--- config.mk ---
export PLATFORM = sky130hd
export DESIGN_NAME = inst_fetch
export DESIGN_NICKNAME = d
export VERILOG_FILES = /design/src/rtl/inst_fetch.sv
export SDC_FILE = /design/constraint.sdc
export NUM_CORES = 1
export LEC_CHECK = 0
export CORE_ASPECT_RATIO = 0.8
export CORE_MARGIN = 2
export CORE_UTILIZATION = 57
export DETAILED_ROUTE_END_ITERATION = 12
export DONT_BUFFER_PORTS = 1
export PLACE_DENSITY = 0.75
export SETUP_SLACK_MARGIN = 0.5
export SYNTH_ARGS = -nofsm -noshare
export SYNTH_HDL_FRONTEND = slang
export SYNTH_SLANG_ARGS = --single-unit
--- constraint.sdc ---
create_clock -name clk -period 2.85 [get_ports clk]
set_clock_uncertainty 0.15 [all_clocks]
set_input_delay 0.4275 -clock clk [delete_from_list [all_inputs] [get_ports clk]]
set_output_delay 0.4275 -clock clk [all_outputs]
set_load 0.1 [all_outputs]
--- src/rtl/inst_fetch.sv ---
// Instruction fetch stage: owns the PC, fetches words over req/ack, buffers two entries for decode.
// Latency: an ack in cycle t presents the word to decode in cycle t+1 when the buffer was empty.
// Backpressure: no new request while the buffer plus any outstanding request fills both slots; the head is held until decode accepts it.
// Optional build macro INST_FETCH_MISALIGN_TRAP_EN: a misaligned redirect raises sticky fetch_fault and stops fetching.

module inst_fetch #(
    parameter int              XLEN     = 32,
    parameter logic [XLEN-1:0] RESET_PC = {XLEN{1'b0}}
) (
    input  logic            clk,
    input  logic            reset,
    output logic            imem_req,
    output logic [XLEN-1:0] imem_addr,
    input  logic            imem_ack,
    input  logic [XLEN-1:0] imem_rdata,
    input  logic            redirect_valid,
    input  logic [XLEN-1:0] redirect_pc,
    output logic            inst_valid,
    input  logic            inst_ready,
    output logic [XLEN-1:0] instr,
    output logic [XLEN-1:0] inst_pc,
    output logic            fetch_fault
);

    // Word stride and the mask that forces a target onto a word boundary.
    localparam logic [XLEN-1:0] WORD_STEP = {{(XLEN-3){1'b0}}, 3'b100};
    localparam logic [XLEN-1:0] WORD_MASK = {{(XLEN-2){1'b1}}, 2'b00};

    typedef enum logic [1:0] {
        S_IDLE    = 2'd0,
        S_FETCH   = 2'd1,
        S_DISCARD = 2'd2
    } state_t;

    state_t          state;
    logic [XLEN-1:0] pc;
    logic [XLEN-1:0] req_addr;
    logic            outstanding;

    // Two-entry buffer: head feeds decode directly, tail is the overflow slot.
    logic [1:0]      count;
    logic [XLEN-1:0] head_instr;
    logic [XLEN-1:0] head_pc;
    logic [XLEN-1:0] tail_instr;
    logic [XLEN-1:0] tail_pc;

    logic            fetch_blocked;
    logic            buf_room;
    logic            push;
    logic            pop;
    logic [XLEN-1:0] redirect_aligned;

    assign redirect_aligned = redirect_pc & WORD_MASK;

    // A new request needs a free slot counting the one in flight; an issued request
    // is held (address included) until memory acks it, whatever else happens.
    assign buf_room  = (count != 2'd2);
    assign imem_req  = outstanding | ((state == S_FETCH) & buf_room & ~fetch_blocked);
    assign imem_addr = outstanding ? req_addr : pc;

    // Only data for the current PC stream is kept; a redirect in the ack cycle or
    // an ack of a stale request (DISCARD) is dropped.
    assign push = imem_req & imem_ack & (state == S_FETCH) & ~redirect_valid;

    assign inst_valid = (count != 2'd0);
    assign pop        = inst_valid & inst_ready;
    assign instr      = head_instr;
    assign inst_pc    = head_pc;

    // Fetch control: state, PC and the single outstanding-request tracker.
    always_ff @(posedge clk) begin
        if (!reset) begin
            state       <= S_IDLE;
            pc          <= RESET_PC;
            req_addr    <= RESET_PC;
            outstanding <= 1'b0;
        end else begin
            // A raised request that was not acked this cycle stays in flight.
            outstanding <= imem_req & ~imem_ack;
            if (imem_req & ~imem_ack) begin
                req_addr <= imem_addr;
            end

            // Redirect wins over sequential advance; the last redirect always sets the PC.
            if (redirect_valid) begin
                pc <= redirect_aligned;
            end else if (push) begin
                pc <= pc + WORD_STEP;
            end

            case (state)
                S_IDLE: begin
                    state <= S_FETCH;
                end
                S_FETCH: begin
                    // The in-flight request belongs to the old stream; wait out its ack.
                    if (redirect_valid & imem_req & ~imem_ack) begin
                        state <= S_DISCARD;
                    end
                end
                S_DISCARD: begin
                    if (imem_ack) begin
                        state <= S_FETCH;
                    end
                end
                default: begin
                    state <= S_IDLE;
                end
            endcase
        end
    end

    // Instruction buffer: push at tail, pop from head, flush on redirect.
    always_ff @(posedge clk) begin
        if (!reset) begin
            count      <= 2'd0;
            head_instr <= {XLEN{1'b0}};
            head_pc    <= {XLEN{1'b0}};
            tail_instr <= {XLEN{1'b0}};
            tail_pc    <= {XLEN{1'b0}};
        end else if (redirect_valid) begin
            // Any pop this cycle has already been taken by decode; the flush empties the rest.
            count <= 2'd0;
        end else begin
            case ({push, pop})
                2'b10: begin
                    if (count == 2'd0) begin
                        head_instr <= imem_rdata;
                        head_pc    <= pc;
                    end else begin
                        tail_instr <= imem_rdata;
                        tail_pc    <= pc;
                    end
                    count <= count + 2'd1;
                end
                2'b01: begin
                    head_instr <= tail_instr;
                    head_pc    <= tail_pc;
                    count      <= count - 2'd1;
                end
                2'b11: begin
                    // Count unchanged; the new word lands behind whatever remains.
                    if (count == 2'd1) begin
                        head_instr <= imem_rdata;
                        head_pc    <= pc;
                    end else begin
                        head_instr <= tail_instr;
                        head_pc    <= tail_pc;
                        tail_instr <= imem_rdata;
                        tail_pc    <= pc;
                    end
                end
                default: begin
                end
            endcase
        end
    end

`ifdef INST_FETCH_MISALIGN_TRAP_EN
    logic fault_q;
    logic redirect_misaligned;

    assign redirect_misaligned = |redirect_pc[1:0];

    // Sticky misalignment fault: set by a misaligned redirect, cleared by the next aligned one.
    always_ff @(posedge clk) begin
        if (!reset) begin
            fault_q <= 1'b0;
        end else if (redirect_valid) begin
            fault_q <= redirect_misaligned;
        end
    end

    assign fetch_blocked = fault_q;
    assign fetch_fault   = fault_q;
`else
    assign fetch_blocked = 1'b0;
    assign fetch_fault   = 1'b0;
`endif

endmodule
==> metrics list, run 1 <==
- Result of the run: finished clean
- Global placement routability congestion: 0.9079
* P_leak: 3.784 nW
- Portion of the post-synthesis area used by sequential elements: 0.4349
* Transition time at the pin with the least slew margin: 1.029 ns
- The synthesized design contains 0 enable-type register cells.
* Final routed wirelength across all metal layers: 26,400 um
- Footprint of the flip-flops and latches: 3834 um^2
- Summing all multi-input logic gate instances after layout gives 5036 um^2.
- Critical Path Start Type: flip-flop
- Clock latency reported for the late side of the worst-skew pair: 0.44 ns
- Fin. Hold Viols: 0
- For this run, the top clock speed supported by timing is 419.1 MHz.
- For this run, the detailed router's first-pass iteration total came to 7.
- Largest stage delay, worst path: 0.39 ns
- Number of buffers inserted during clock tree synthesis: 17
* Standard cell with the maximum stage delay on the critical path: sky130_fd_sc_hd__or3b_4
- After detailed routing, the average wire length per cell comes to 21.15 um.
- Setup Total Neg Slack: 0 ns
- For this run, global-route usage on met3 was measured as 0.1029.
- The final layout contains 1,101 nets.
* Type of the worst setup path: flip-flop to output port
- The first routing iteration left 648 violations.
* Area of the mapped netlist: 8792 um^2
* Data arrival time of the critical path: 1.81 ns
- Clock tree synthesis found a total of 191 sinks.
- Crit path buf inv count: 3
* Clock slew seen by the registers of the worst setup and hold paths: 0.07 ns
- In this run the most used layer during global routing was met2.
- Global Route met1 Usage: 0.4204
- In this run the count of I/O pins placed on the die edge is 168.
- The clock period could shrink to 2.386 ns.
- STA classifies the critical path endpoint as an output port.
* Initial Utilization: 0.5836
- Entering global routing, the biggest net connects 88 pins.
- The worst pin sits at a relative slew slack of 0.3128.
- The initialized floorplan defines 40 standard-cell rows.
* Htree depth: 4
- Each instance of the synthesized netlist takes up on average 8.775 um^2.
* Routing usage on met2: 0.4990
- After synthesis, the share of flip-flops with an asynchronous set or reset is 0.
- By area the synthesized netlist is led by sky130_fd_sc_hd__dfxtp_1 (43%), sky130_fd_sc_hd__o41ai_1 (6.2%), sky130_fd_sc_hd__nand2_1 (6.1%).
- The tree is rooted in a sky130_fd_sc_hd__clkbuf_16.
- IR analysis of the VDD net gives a maximum drop of 487.7 uV.
- Library cell occupying the most area in the post-synthesis netlist: sky130_fd_sc_hd__dfxtp_1
- In the routed layout, each cell is associated on average with a via count of 6.540.
* Core Footprint: 15,060 um^2
- The Yosys step of the flow raised 0 warnings.
- The cell family contributing the most delay on the critical path is simple AND/OR/NAND/NOR gates.
- Diodes inserted: 0
* Area grow syn2layout: 26.17%
* Worst EP required: 2.27 ns
- Maximum number of buffers from clock root to sink: 2
- Fraction of final layout cells sized beyond drive strength 1: 0.2312
- Synthesis produced a netlist whose cell count is 1,002.
* Overall die height: 115.1 um
- Classification of the worst-slack hold path: primary input to flip-flop
* # DRC: 0
* Via Count: 8,162
- The initial antenna violation count is 0.
* Die width: 142.9 um
- Of all nets on the critical path, the largest fanout is 4.
* Count of final max-slew check failures: 0
- Traced cell by cell, the critical path runs through inv_4 > ha_4 > or3b_4 > and2_4 > clkinvlp_4 > buf_12.
- TritonCTS built the clock tree.
- Number of buffers inserted by port buffering: 0
- In this run, synthesis produced a sequential element count of 191.
- RSZ-0062 raised after global routing: true
- After filler insertion, the fill cell instance count of the layout stands at 1,098.
* Global-route wire length before repair: 41,000 um
- Pwr/cell area: 592.0 nW/um^2
- Synthesis instantiated 53 different standard cells from the library.
- Detailed placement finished with a half-perimeter wire length of 14,750 um.
- GRT Util Overall: 0.3165
- Overall die area: 16,440 um^2
* Share of Yosys cell area claimed by the top area cell type: 0.4349
- Max-cap violations in this run came to 0.
* Total congestion overflow after global routing: 0
* Ratio of final minimum period to clock period: 0.8372
- Setup violation total in the final timing report: 0
- Hold_ws: 0.01564 ns
- Number of global-route vias before repair: 7,676
* Final antenna-violating net count: 0
- Most frequently used flop master after synthesis: sky130_fd_sc_hd__dfxtp_1
-- routing by layer --
metal,share of wire,vias up,wire length [um]
met1,0.43,3949,11230
met3,0.091,51,2395
li1,-,3799,-
met2,0.47,363,12320
met4,0.017,0,455
met5,0,-,0
-- cells in the final DEF (no fill, tap or decap), drive strengths merged, types with 5 or more instances in the layout --
| master | netlist | routed |
|---|---|---|
| o211ai | 64 | 64 |
| and2 | 5 | 5 |
| o41ai | 62 | 62 |
| nor4 | 7 | 7 |
| a22oi | 62 | 62 |
| mux2 | 29 | 29 |
| inv | 11 | 11 |
| mux2i | 31 | 31 |
| buf | 30 | 76 |
| clkbuf | 85 | 19 |
| a21oi | 72 | 72 |
| o21ai | 31 | 31 |
| or4 | 14 | 14 |
| ha | 7 | 7 |
| nand2 | 142 | 142 |
| or3 | 7 | 7 |
| clkinv | 0 | 6 |
| nor3 | 7 | 7 |
| o31ai | 7 | 7 |
| nand4 | 13 | 13 |
| dfxtp | 191 | 191 |
| xor2 | 5 | 5 |
| nand3 | 13 | 13 |
| dlygate4sd3 | 0 | 37 |
| a31oi | 11 | 11 |
| clkinvlp | 0 | 6 |
| and4 | 6 | 6 |
| nor2 | 41 | 41 |
-- cells by family (layout without fill, tap and decap cells) --
logic type / count (synthesis) / in the layout / share of synthesized area
XOR/XNOR: 9 / 9 / 0.008965
AND/OR/NAND/NOR: 275 / 275 / 0.1479
buffers and inverters: 126 / 160 / 0.05963
multiplexers: 60 / 60 / 0.07243
AO/OA/AOI/OAI: 333 / 333 / 0.2658
other: 1 / 3 / 0.0004265
adder cells (fa/ha/maj): 7 / 7 / 0.009961
flip-flops: 191 / 191 / 0.4349
-- flip-flops by register name (all words and copies together), names as in the netlist --
signal	flops
pc	30
tail_instr	32
inst_pc	30
count	2
instr	32
req_addr	32
tail_pc	30
outstanding	1
state	2
-- worst register-to-register path: stages (launching register included) --
cell and delay [ns]:
sky130_fd_sc_hd__dfxtp_2 0.35, sky130_fd_sc_hd__inv_4 0.05, sky130_fd_sc_hd__ha_4 0.17, sky130_fd_sc_hd__nor2b_1 0.24, sky130_fd_sc_hd__or4_1 0.65, sky130_fd_sc_hd__o31a_1 0.34, sky130_fd_sc_hd__o311a_1 0.28
-- cells in the mapped netlist, types with 13 or more instances --
library cell,number
sky130_fd_sc_hd__a21oi_1,71
sky130_fd_sc_hd__a22oi_1,62
sky130_fd_sc_hd__buf_2,16
sky130_fd_sc_hd__clkbuf_1,84
sky130_fd_sc_hd__dfxtp_1,191
sky130_fd_sc_hd__mux2_2,29
sky130_fd_sc_hd__mux2i_1,31
sky130_fd_sc_hd__nand2_1,142
sky130_fd_sc_hd__nand3_1,13
sky130_fd_sc_hd__nand4_1,13
sky130_fd_sc_hd__nor2_1,41
sky130_fd_sc_hd__o211ai_1,64
sky130_fd_sc_hd__o21ai_0,31
sky130_fd_sc_hd__o41ai_1,62
sky130_fd_sc_hd__or4_1,13
-- stage by stage --
stage          total power [mW]  cell area [um^2]  setup slack (ns)    util  instances
2_1_floorplan             3.944              9328            0.3174       -       1004
3_3_place_gp              4.064              9487            0.3745  0.6297       1151
3_5_place_dp              4.077              9487            0.2728  0.6297       1151
4_1_cts                   6.548             10830            0.3876  0.7191       1232
5_1_grt                   6.784             11090            0.4069  0.7364       1248
6_report                  6.567             11090            0.4639  0.7364       1248
-- report_power, final --
part           internal [mW]  switching (mW)
clock                   1.31            1.09
sequential              2.77           0.296
combinational          0.358           0.743
-- final timing paths --
kind / from / to / slack, ns / cells past startpoint
worst max register to register: count[0] / pc[30] / 0.51 / 6
worst min-delay path: redirect_valid / pc[26] / 0.02 / 1
worst max-delay path: count[0] / imem_req / 0.46 / 6
worst min register to register: req_addr[0] / req_addr[0] / 0.29 / 1
-- cell type report --
| cell class | instances | area share |
|---|---|---|
| Multi-Input combinational cell | 687 | 0.4540 |
| Inverter | 11 | 0.005752 |
| Clock inverter | 14 | 0.01466 |
| Sequential cell | 191 | 0.3456 |
| Clock buffer | 18 | 0.03869 |
| Timing Repair Buffer | 117 | 0.1176 |
| Tap cell | 210 | 0.02369 |
-- what timing repair did --
item / in CTS / in global routing
gates cloned: 4 / 1
setup buffers: 11 / 11
hold endpoints to repair: 113 / 6
setup endpoints to repair: 159 / 146
pin swaps: 4 / 17
hold buffers: 34 / 4
gates resized for setup: 34 / 28
No activity file was read; power rests on OpenSTA's default activity.
==> inputs of run 2 (changes only) <==
--- a/config.mk
+++ b/config.mk
@@ -7,10 +7,10 @@
 export LEC_CHECK = 0
 export CORE_ASPECT_RATIO = 0.8
 export CORE_MARGIN = 2
-export CORE_UTILIZATION = 57
+export CORE_UTILIZATION = 60
 export DETAILED_ROUTE_END_ITERATION = 12
 export DONT_BUFFER_PORTS = 1
-export PLACE_DENSITY = 0.75
+export PLACE_DENSITY = 0.76
 export SETUP_SLACK_MARGIN = 0.5
 export SYNTH_ARGS = -nofsm -noshare
 export SYNTH_HDL_FRONTEND = slang
==> constraint.sdc (replaced) <==
create_clock -name clk -period 2.4 [get_ports clk]
set_clock_uncertainty 0.15 [all_clocks]
set_input_delay 0.36 -clock clk [delete_from_list [all_inputs] [get_ports clk]]
set_output_delay 0.36 -clock clk [all_outputs]
set_load 0.1 [all_outputs]
==> run 2 against run 1 <==
Synthesized cell count unchanged. Synthesized area did not move. The run now fails in 5_1_grt.
==> metrics list, run 2 <==
- The height of the die came to 112.3 um (-2.4%).
* Htree depth: 4 (unchanged)
* Share of Yosys cell area claimed by the top area cell type: 0.4349 (unchanged)
- The share of synthesized registers carrying an async set or reset came to 0 (unchanged).
- Most frequent cell after synthesis: sky130_fd_sc_hd__dfxtp_1
- Most frequently used flop master after synthesis: sky130_fd_sc_hd__dfxtp_1
- Kind of pin the worst path terminates on: register input
- The flop and latch count out of synthesis is 191 (unchanged).
- Once global-route timing repair stopped, the endpoint with the least setup slack was inst_pc[21]$_SDFFE_PN0P_/D.
- The die outline width came to 139.3 um (-2.5%).
* Post-place instance area: 9856 um^2 (+3.9%)
- Log Error: [ERROR GRT-0232] Routing congestion too high. Check the congestion heatmap in the GUI.
- Root Buffer: sky130_fd_sc_hd__clkbuf_16
* Number of buffers inserted during clock tree synthesis: 17 (unchanged)
* Library cell occupying the most area in the post-synthesis netlist: sky130_fd_sc_hd__dfxtp_1
- Total placed cells including tap cells: 1,182 (+2.7%)
- Total congestion overflow after global routing: 696
- Number of core rows: 39 (-2.5%)
* Post-synthesis instance total: 1,002 (unchanged)
- Last stage reached: 5_1_grt
- Top-Level Pins: 168 (unchanged)
- The area of the mapped netlist came to 8792 um^2 (unchanged).
* GRT Util Overall: 0.9604
- Synth Area per Inst: 8.775 um^2 (unchanged)
- Result of the run: aborted with a tool error
- The number of distinct standard cells referenced by the synthesized netlist is 53 (unchanged).
- The largest buffer count on any clock path came to 2 (unchanged).
- The HPWL reported at the end of detailed placement is 15,930 um (+8.0%).
- Warning count from the yosys run: 0 (unchanged)
- Number of buffers inserted by port buffering: 0 (unchanged)
* Initial Utilization: 0.6149 (+0.03131)
* Maximum number of pins on one net before global-route repair: 150
* Portion of the post-synthesis area used by sequential elements: 0.4349 (unchanged)
* Leading cell types by count after synthesis: sky130_fd_sc_hd__dfxtp_1 (191), sky130_fd_sc_hd__nand2_1 (142), sky130_fd_sc_hd__clkbuf_1 (84)
- The number of enable-type register cells in the synthesized netlist came to 0 (unchanged).
* Sinks on the clock net: 191 (unchanged)
* Dominant cells by area after synthesis: sky130_fd_sc_hd__dfxtp_1 (43%), sky130_fd_sc_hd__o41ai_1 (6.2%), sky130_fd_sc_hd__nand2_1 (6.1%)
- Global placement routability congestion: 0.8874 (-2.3%)
run 2: logic make-up after synthesis:
| family | after synthesis | synth area share |
|---|---|---|
| AOI/OAI and AO/OA | 333 | 0.2658 |
| and+or+nand+nor | 275 | 0.1479 |
| DFF | 191 | 0.4349 |
| buffers and inverters | 126 | 0.05963 |
| muxes | 60 | 0.07243 |
| xor gates and xnor gates | 9 | 0.008965 |
| adders and majority gates | 7 | 0.009961 |
| other | 1 | 0.0004265 |
run 2: routing by layer:
metal	GRT usage	GRT overflow
met1	0.9111	9
met3	0.8247	20
met4	1.084	241
met2	1.120	424
met5	0.4272	2
run 2: timing repair:
item / CTS
cloned: 18
setup buffers: 36
hold endpoints to repair: 131
endpoints found under the setup margin: 211
pin swaps: 16
resized for setup: 103
hold buffers: 61
run 2: per-stage QoR:
step           worst slack [ns]  hold WS [ns]
2_1_floorplan          -0.07777        0.2780
3_3_place_gp            0.09246        0.2817
4_1_cts                0.009528       -0.1224
3_5_place_dp           -0.01001        0.2840
==> inputs of run 3 (changes only) <==
==> config.mk (replaced) <==
export PLATFORM = sky130hd
export DESIGN_NAME = inst_fetch
export DESIGN_NICKNAME = d
export VERILOG_FILES = /design/src/rtl/inst_fetch.sv
export SDC_FILE = /design/constraint.sdc
export NUM_CORES = 1
export LEC_CHECK = 0
export CORE_MARGIN = 2
export CORE_UTILIZATION = 40
export DETAILED_ROUTE_END_ITERATION = 12
export DONT_BUFFER_PORTS = 1
export PLACE_DENSITY_LB_ADDON = 0.15
export SYNTH_ARGS = -nofsm -noshare
export SYNTH_HDL_FRONTEND = slang
export SYNTH_SLANG_ARGS = --single-unit
==> run 3 against run 2 <==
The flow now finishes, with violations (negative hold slack).
==> metrics list, run 3 (synthesis gave the netlist of run 1 again) <==
- Total power of the final layout: 7.826 mW
- The number of levels the H-tree was split into is 4 (unchanged).
- Layout Utilization: 0.5229
* Maximum net fanout on the critical path: 4
- The library cell used most frequently in the layout, excluding fill and tap cells, is sky130_fd_sc_hd__dfxtp_1.
- Top library cells by usage in the layout, fill and taps aside: sky130_fd_sc_hd__dfxtp_1 (188), sky130_fd_sc_hd__nand2_1 (139), sky130_fd_sc_hd__buf_4 (104), sky130_fd_sc_hd__a21oi_1 (71), sky130_fd_sc_hd__o211ai_1 (64)
* Overall die area: 23,180 um^2
* Worst EP required: 1.89 ns
- TritonCTS built the clock tree.
- GRT Util Overall: 0.2306
* Hold Buf Count CTS: 56 (-8.2%)
- Post-DP HPWL: 16,160 um (+1.5%)
- The last weighted congestion value of the routability-driven placer was 0.8178 (-7.8%).
- Setup repair after global routing could not meet its margin everywhere.
- Average wire length per cell after detail routing: 20.30 um
- Clock slew seen by the registers of the worst setup and hold paths: 0.07 ns
- Summed over all layers, the global routing overflow is 0.
* Number of buffers inserted during clock tree synthesis: 17 (unchanged)
- Critical Path End Type: output port
- Net count reported at finish: 1,170
* Fraction of final layout cells sized beyond drive strength 1: 0.2114
* Initial antenna violation count: 0
* DR iter-0 viols: 557
* Tmin final: 2.318 ns
- Worst slew margin: 0.5620
- Classification of the worst-slack hold path: primary input to flip-flop
- Root Buffer: sky130_fd_sc_hd__clkbuf_16
- Clock latency reported for the late side of the worst-skew pair: 0.43 ns
- The first global-routing pass estimated 43,820 um of wire.
- P_leak: 4.050 nW
- Via Count: 8,177
* Critical Path Start Type: flip-flop
* Ratio of final minimum period to clock period: 0.9658
- Maximum number of pins on one net before global-route repair: 150
- Number of core rows: 54 (+38%)
* Maximum number of buffers from clock root to sink: 2 (unchanged)
* Routed vias/inst: 5.895
- # DRC: 0
- Highest clock rate: 431.4 MHz
- Total placed cells including tap cells: 1,286 (+8.8%)
- The die outline width is 152.3 um (+9.3%).
* Final antenna-violating net count: 0
* Top-Level Pins: 168 (unchanged)
- Core Footprint: 21,690 um^2
- Count of final max-slew check failures: 0
- Final hold analysis gives a worst-case slack of -0.1059 ns.
- Initial Utilization: 0.4054 (-0.2096)
- In this run the power density over the cells is 690.0 nW/um^2.
- The total count of hold-check failures in the final report is 38.
* Area grow syn2layout: 28.99%
- Before antenna repair, the detailed router went through 5 iterations.
- The critical path is of the flip-flop to output port type.
- Setup violation total in the final timing report: 0
- STA puts the critical path data arrival time at 1.81 ns.
* Transition time at the pin with the least slew margin: 0.6562 ns
- The run finished, with violations left.
* Max-cap violations: 0
- Sinks on the clock net: 191 (unchanged)
- The number of global-route vias before repair is 7,815.
- VDD sags by at most 518.7 uV.
- Overall die height: 152.3 um (+36%)
- The number of antenna diodes in the final layout is 0.
- The count of buffers inserted at the top-level ports is 0 (unchanged).
- The checks that failed: negative hold slack.
- Summed over all layers, the routed wires come to 28,160 um.
* Finished Layout Cells: 1,387
[run 3: worst paths after layout]
check / startpoint / to / slack, ns / cells past startpoint
setup / recovery: count[0] / imem_req / 0.08 / 6
setup reg to reg: count[1] / instr[15] / 0.10 / 12
hold reg to reg: req_addr[0] / req_addr[0] / 0.29 / 1
hold / removal: redirect_valid / inst_pc[27] / -0.11 / 1
[run 3: final cells by class]
class / instances / area [um^2]
fill: 2083 / 10350
multi-input combinational: 687 / 4654
sequential: 191 / 3827
timing repair buffer: 186 / 1867
clock buffer: 18 / 439.2
tap: 280 / 350.3
clock inverter: 14 / 147.6
inverter: 11 / 55.05
[run 3: power breakdown]
group          internal, mW  total, mW  switching, mW
clock network          1.50       2.86           1.36
logic                 0.449       1.59           1.14
registers              3.29       3.38         0.0907
[run 3: critical path, stage by stage, from the launching register on]
cell	delay [ns]
sky130_fd_sc_hd__dfxtp_2	0.35
sky130_fd_sc_hd__inv_4	0.05
sky130_fd_sc_hd__ha_4	0.17
sky130_fd_sc_hd__or3b_4	0.39
sky130_fd_sc_hd__and2_1	0.19
sky130_fd_sc_hd__inv_2	0.07
sky130_fd_sc_hd__buf_12	0.16
[run 3: metrics by stage]
| stage | cell area, um^2 | setup WS (ns) | setup TNS (ns) |
|---|---|---|---|
| after detailed placement | 9811 | -0.08012 | -0.5107 |
| final | 11340 | 0.08198 | 0 |
| after global placement | 9811 | -0.009390 | -0.03149 |
| after floorplan | 8942 | -0.1279 | -9.137 |
| after global routing | 11340 | -0.02034 | -0.03183 |
| after CTS | 10990 | 0.01762 | 0 |
[run 3: what timing repair did]
| action | CTS | global route |
|---|---|---|
| setup endpoints to repair | 75 | 115 |
| hold endpoints to repair | 129 | 65 |
| pin swaps | 1 | 6 |
| cloned | 0 | 5 |
| resized for setup | 4 | 32 |
| setup buffers | 1 | 7 |
[run 3: metal layers]
layer	vias up	GRT usage	wire length [um]	share of wire
met1	3959	0.3127	12750	0.45
li1	3935	-	-	-
met4	0	0.06453	486	0.017
met3	31	0.04750	1686	0.060
met5	-	0	0	0
met2	252	0.3737	13240	0.47
==> inputs of run 4 (changes only) <==
--- a/config.mk
+++ b/config.mk
@@ -6,10 +6,11 @@
 export NUM_CORES = 1
 export LEC_CHECK = 0
 export CORE_MARGIN = 2
-export CORE_UTILIZATION = 40
+export CORE_UTILIZATION = 63
 export DETAILED_ROUTE_END_ITERATION = 12
 export DONT_BUFFER_PORTS = 1
 export PLACE_DENSITY_LB_ADDON = 0.15
+export RECOVER_POWER = 50
 export SYNTH_ARGS = -nofsm -noshare
 export SYNTH_HDL_FRONTEND = slang
 export SYNTH_SLANG_ARGS = --single-unit
==> run 4 against run 3 <==
The run ends with negative hold slack, negative setup slack left. Power shrank 0.13%. First-iteration DRC count rose by 120%. Maximum frequency is 6.2% lower. Flip-flop and latch count is the same. Sequential share of layout area up 1.3 points. Register-to-register slack worse by 0.17 ns. Sequential power about the same. Clock power fell by 1%.
==> metrics list, run 4 (synthesis gave the netlist of run 1 again) <==
- Result of the run: finished, violations left
* Failing checks: negative hold slack, negative setup slack
- Critical-path cell list: inv_2 > ha_4 > clkinvlp_4 > nand2_2 > inv_2 > ha_4 > nor2b_1 > o21a_2 > buf_12 > a22oi_1 > o41ai_1
- The total CTS buffers is 17 (unchanged).
* Classification of the worst-slack hold path: primary input to flip-flop
* VDD IR max: 571.6 uV (+10%)
* Post-DP HPWL: 15,610 um (-3.4%)
- The transition at the pin with the smallest max-transition slack is 1.090 ns (+0.4337 ns).
- The final net count was 1,155 (-1.3%).
* Cell area after layout: 10,910 um^2 (-3.8%)
* Clock slew seen by the registers of the worst setup and hold paths: 0.07 ns (about the same)
- Number of buffers inserted by port buffering: 0 (unchanged)
* Total placed cells including tap cells: 1,178 (-8.4%)
* Top-Level Pins: 168 (unchanged)
- Number of core rows: 43 (-20%)
- The time the final worst path needs with I/O delays and setup is 2.471 ns (+0.1530 ns).
- The tree is rooted in a sky130_fd_sc_hd__clkbuf_16.
- The setup path with the least slack is of type flip-flop to flip-flop.
- The last weighted congestion value of the routability-driven placer is 0.9142 (+12%).
- Startpoint of the most critical register-to-register path: count[1]
- DR iter-0 viols: 1,253 (+120%)
- The largest buffer count on any clock path was 2 (unchanged).
- Top library cells by usage in the layout, fill and taps aside: sky130_fd_sc_hd__dfxtp_1 (190), sky130_fd_sc_hd__nand2_1 (139), sky130_fd_sc_hd__a21oi_1 (69), sky130_fd_sc_hd__o211ai_1 (64), sky130_fd_sc_hd__a22oi_1 (62)
* Clock network fraction of design power: 0.361 (-0.004)
* Net Switching: 2.523 mW (-2.7%)
- Hold_ws: -0.02697 ns (+0.07892 ns)
- Total power of the final layout: 7.815 mW (-0.13%)
* Layout Utilization: 0.7923 (+0.2694)
- TritonCTS clock tree: done
- The fraction of power spent switching nets came to 0.3228 (-0.008459).
- Reg power frac: 0.435 (+0.004)
- The placement-stage worst setup slack is -0.1298 ns (-0.04968 ns).
* Worst EP required: 2.54 ns (+0.65 ns)
* Number of global-route vias before repair: 8,365 (+7.0%)
- The number of standard cells in the layout, taps in and fillers out came to 1,272 (-8.3%).
* Crit path buf inv count: 4 (+1)
- The biggest fanout along the worst timing path was 33 (+29).
- The most critical setup path has its startpoint at count[1].
- The post-detailed-route via-to-cell ratio came to 6.921 (+17%).
- Pwr/cell area: 716.1 nW/um^2 (+3.8%)
* P_leak: 3.947 nW (-2.5%)
- The worst slew margin relative to its limit was 0.2710 (-0.2911).
- Data arrival time of the critical path: 2.61 ns (+0.80 ns)
* Global-route wire length before repair: 40,950 um (-6.5%)
- Final routed wirelength across all metal layers: 28,580 um (+1.5%)
* # DRC: 0 (unchanged)
- Overall die area: 14,920 um^2 (-36%)
- Int Pwr: 5.292 mW (+1.1%)
- The detailed-router iteration count before antenna repair is 6 (+1).
- Share of total power in combinational logic: 0.205 (about the same)
- The final setup violation count was 1 (+1).
- Core Footprint: 13,770 um^2 (-36%)
- Largest stage delay, worst path: 0.39 ns (about the same)
- The clock insertion delay at the later pin of the skew report came to 0.43 ns (about the same).
- The number of levels the H-tree was split into was 4 (unchanged).
- The startpoint identified for the worst hold timing path is redirect_valid.
- Leaving out fill and tap cells, the most frequent cell in the layout is sky130_fd_sc_hd__dfxtp_1.
- Area grow syn2layout: 24.12%
- The maximum number of pins on one net before global-route repair was 150 (unchanged).
- The die outline width was 122.1 um (-20%).
- Fin. Hold Viols: 5 (-87%)
* Post-place instance area: 9588 um^2 (-2.3%)
- GRT Util Overall: 0.3416 (+0.1110)
* Final worst-path setup slack: -0.07105 ns (-0.1530 ns)
- Initial Utilization: 0.6384 (+0.2330)
- The max-capacitance violation count came to 0 (unchanged).
- Fraction of final layout cells sized beyond drive strength 1: 0.1987 (-0.01266)
- The initial antenna violation count was 0 (unchanged).
- Critical Path End Type: flip-flop
* Diodes inserted: 0 (unchanged)
- Broken down by cell family, the worst path's largest delay share belongs to compound AO/OA/AOI/OAI gates.
* Critical Path Start Type: flip-flop
* Average wire length per cell after detail routing: 22.47 um (+11%)
- The largest individual stage delay along the critical path comes from the cell sky130_fd_sc_hd__o41ai_1.
* Ratio of final minimum period to clock period: 1.030 (+0.06376)
- Setup Total Neg Slack: -0.07105 ns (-0.07105 ns)
- The number of sinks handled by clock tree synthesis is 191 (unchanged).
- The total grt overflow is 0 (unchanged).
- The count of nets left with antenna violations after detail routing is 0 (unchanged).
- Via Count: 8,804 (+7.7%)
* Count of final max-slew check failures: 0 (unchanged)
- The height of the die was 122.1 um (-20%).
- Highest clock rate: 404.7 MHz (-6.2%)
-- run 4: repair_timing --
| item | in CTS | in global routing |
|---|---|---|
| gates cloned | 0 | 4 |
| endpoints found under the setup margin | 70 | 156 |
| endpoints found under the hold margin | 129 | 66 |
| hold buffers | 49 | 6 |
| setup buffers | 2 | 1 |
| pin swaps | 1 | 2 |
| resized for setup | 5 | 30 |
-- run 4: layout make-up --
class                   count  area, um^2
repair buffers            171        1549
clock buffers              23       467.9
clock inverters             9       107.6
fillers                   943        2860
inverters                  11       47.55
multi-input cells         687        4691
well taps                 180       225.2
flip-flops and latches    191        3825
-- run 4: per-layer routing --
metal | up-vias | track usage | part of all wire | wire length (um)
met5 | - | 0 | 0 | 0
met4 | 0 | 0.1731 | 0.042 | 1209
met3 | 114 | 0.06929 | 0.10 | 2902
met2 | 565 | 0.5583 | 0.48 | 13740
met1 | 4199 | 0.4281 | 0.38 | 10730
li1 | 3926 | - | - | -
-- run 4: final timing paths --
path,end,cells past startpoint,slack [ns]
hold reg to reg,req_addr[0],1,0.29
setup reg to reg,instr[18],11,-0.07
hold / removal,inst_pc[13],2,-0.03
setup / recovery,instr[18],11,-0.07
-- run 4: power groups by stage --
stage          registers [mW]  logic, mW  clock network [mW]
2_1_floorplan            3.70      0.934                   0
3_3_place_gp             3.45       1.37                   0
3_5_place_dp             3.46       1.40                   0
4_1_cts                  3.39       1.50                2.81
5_1_grt                  3.40       1.67                2.94
6_report                 3.40       1.60                2.82
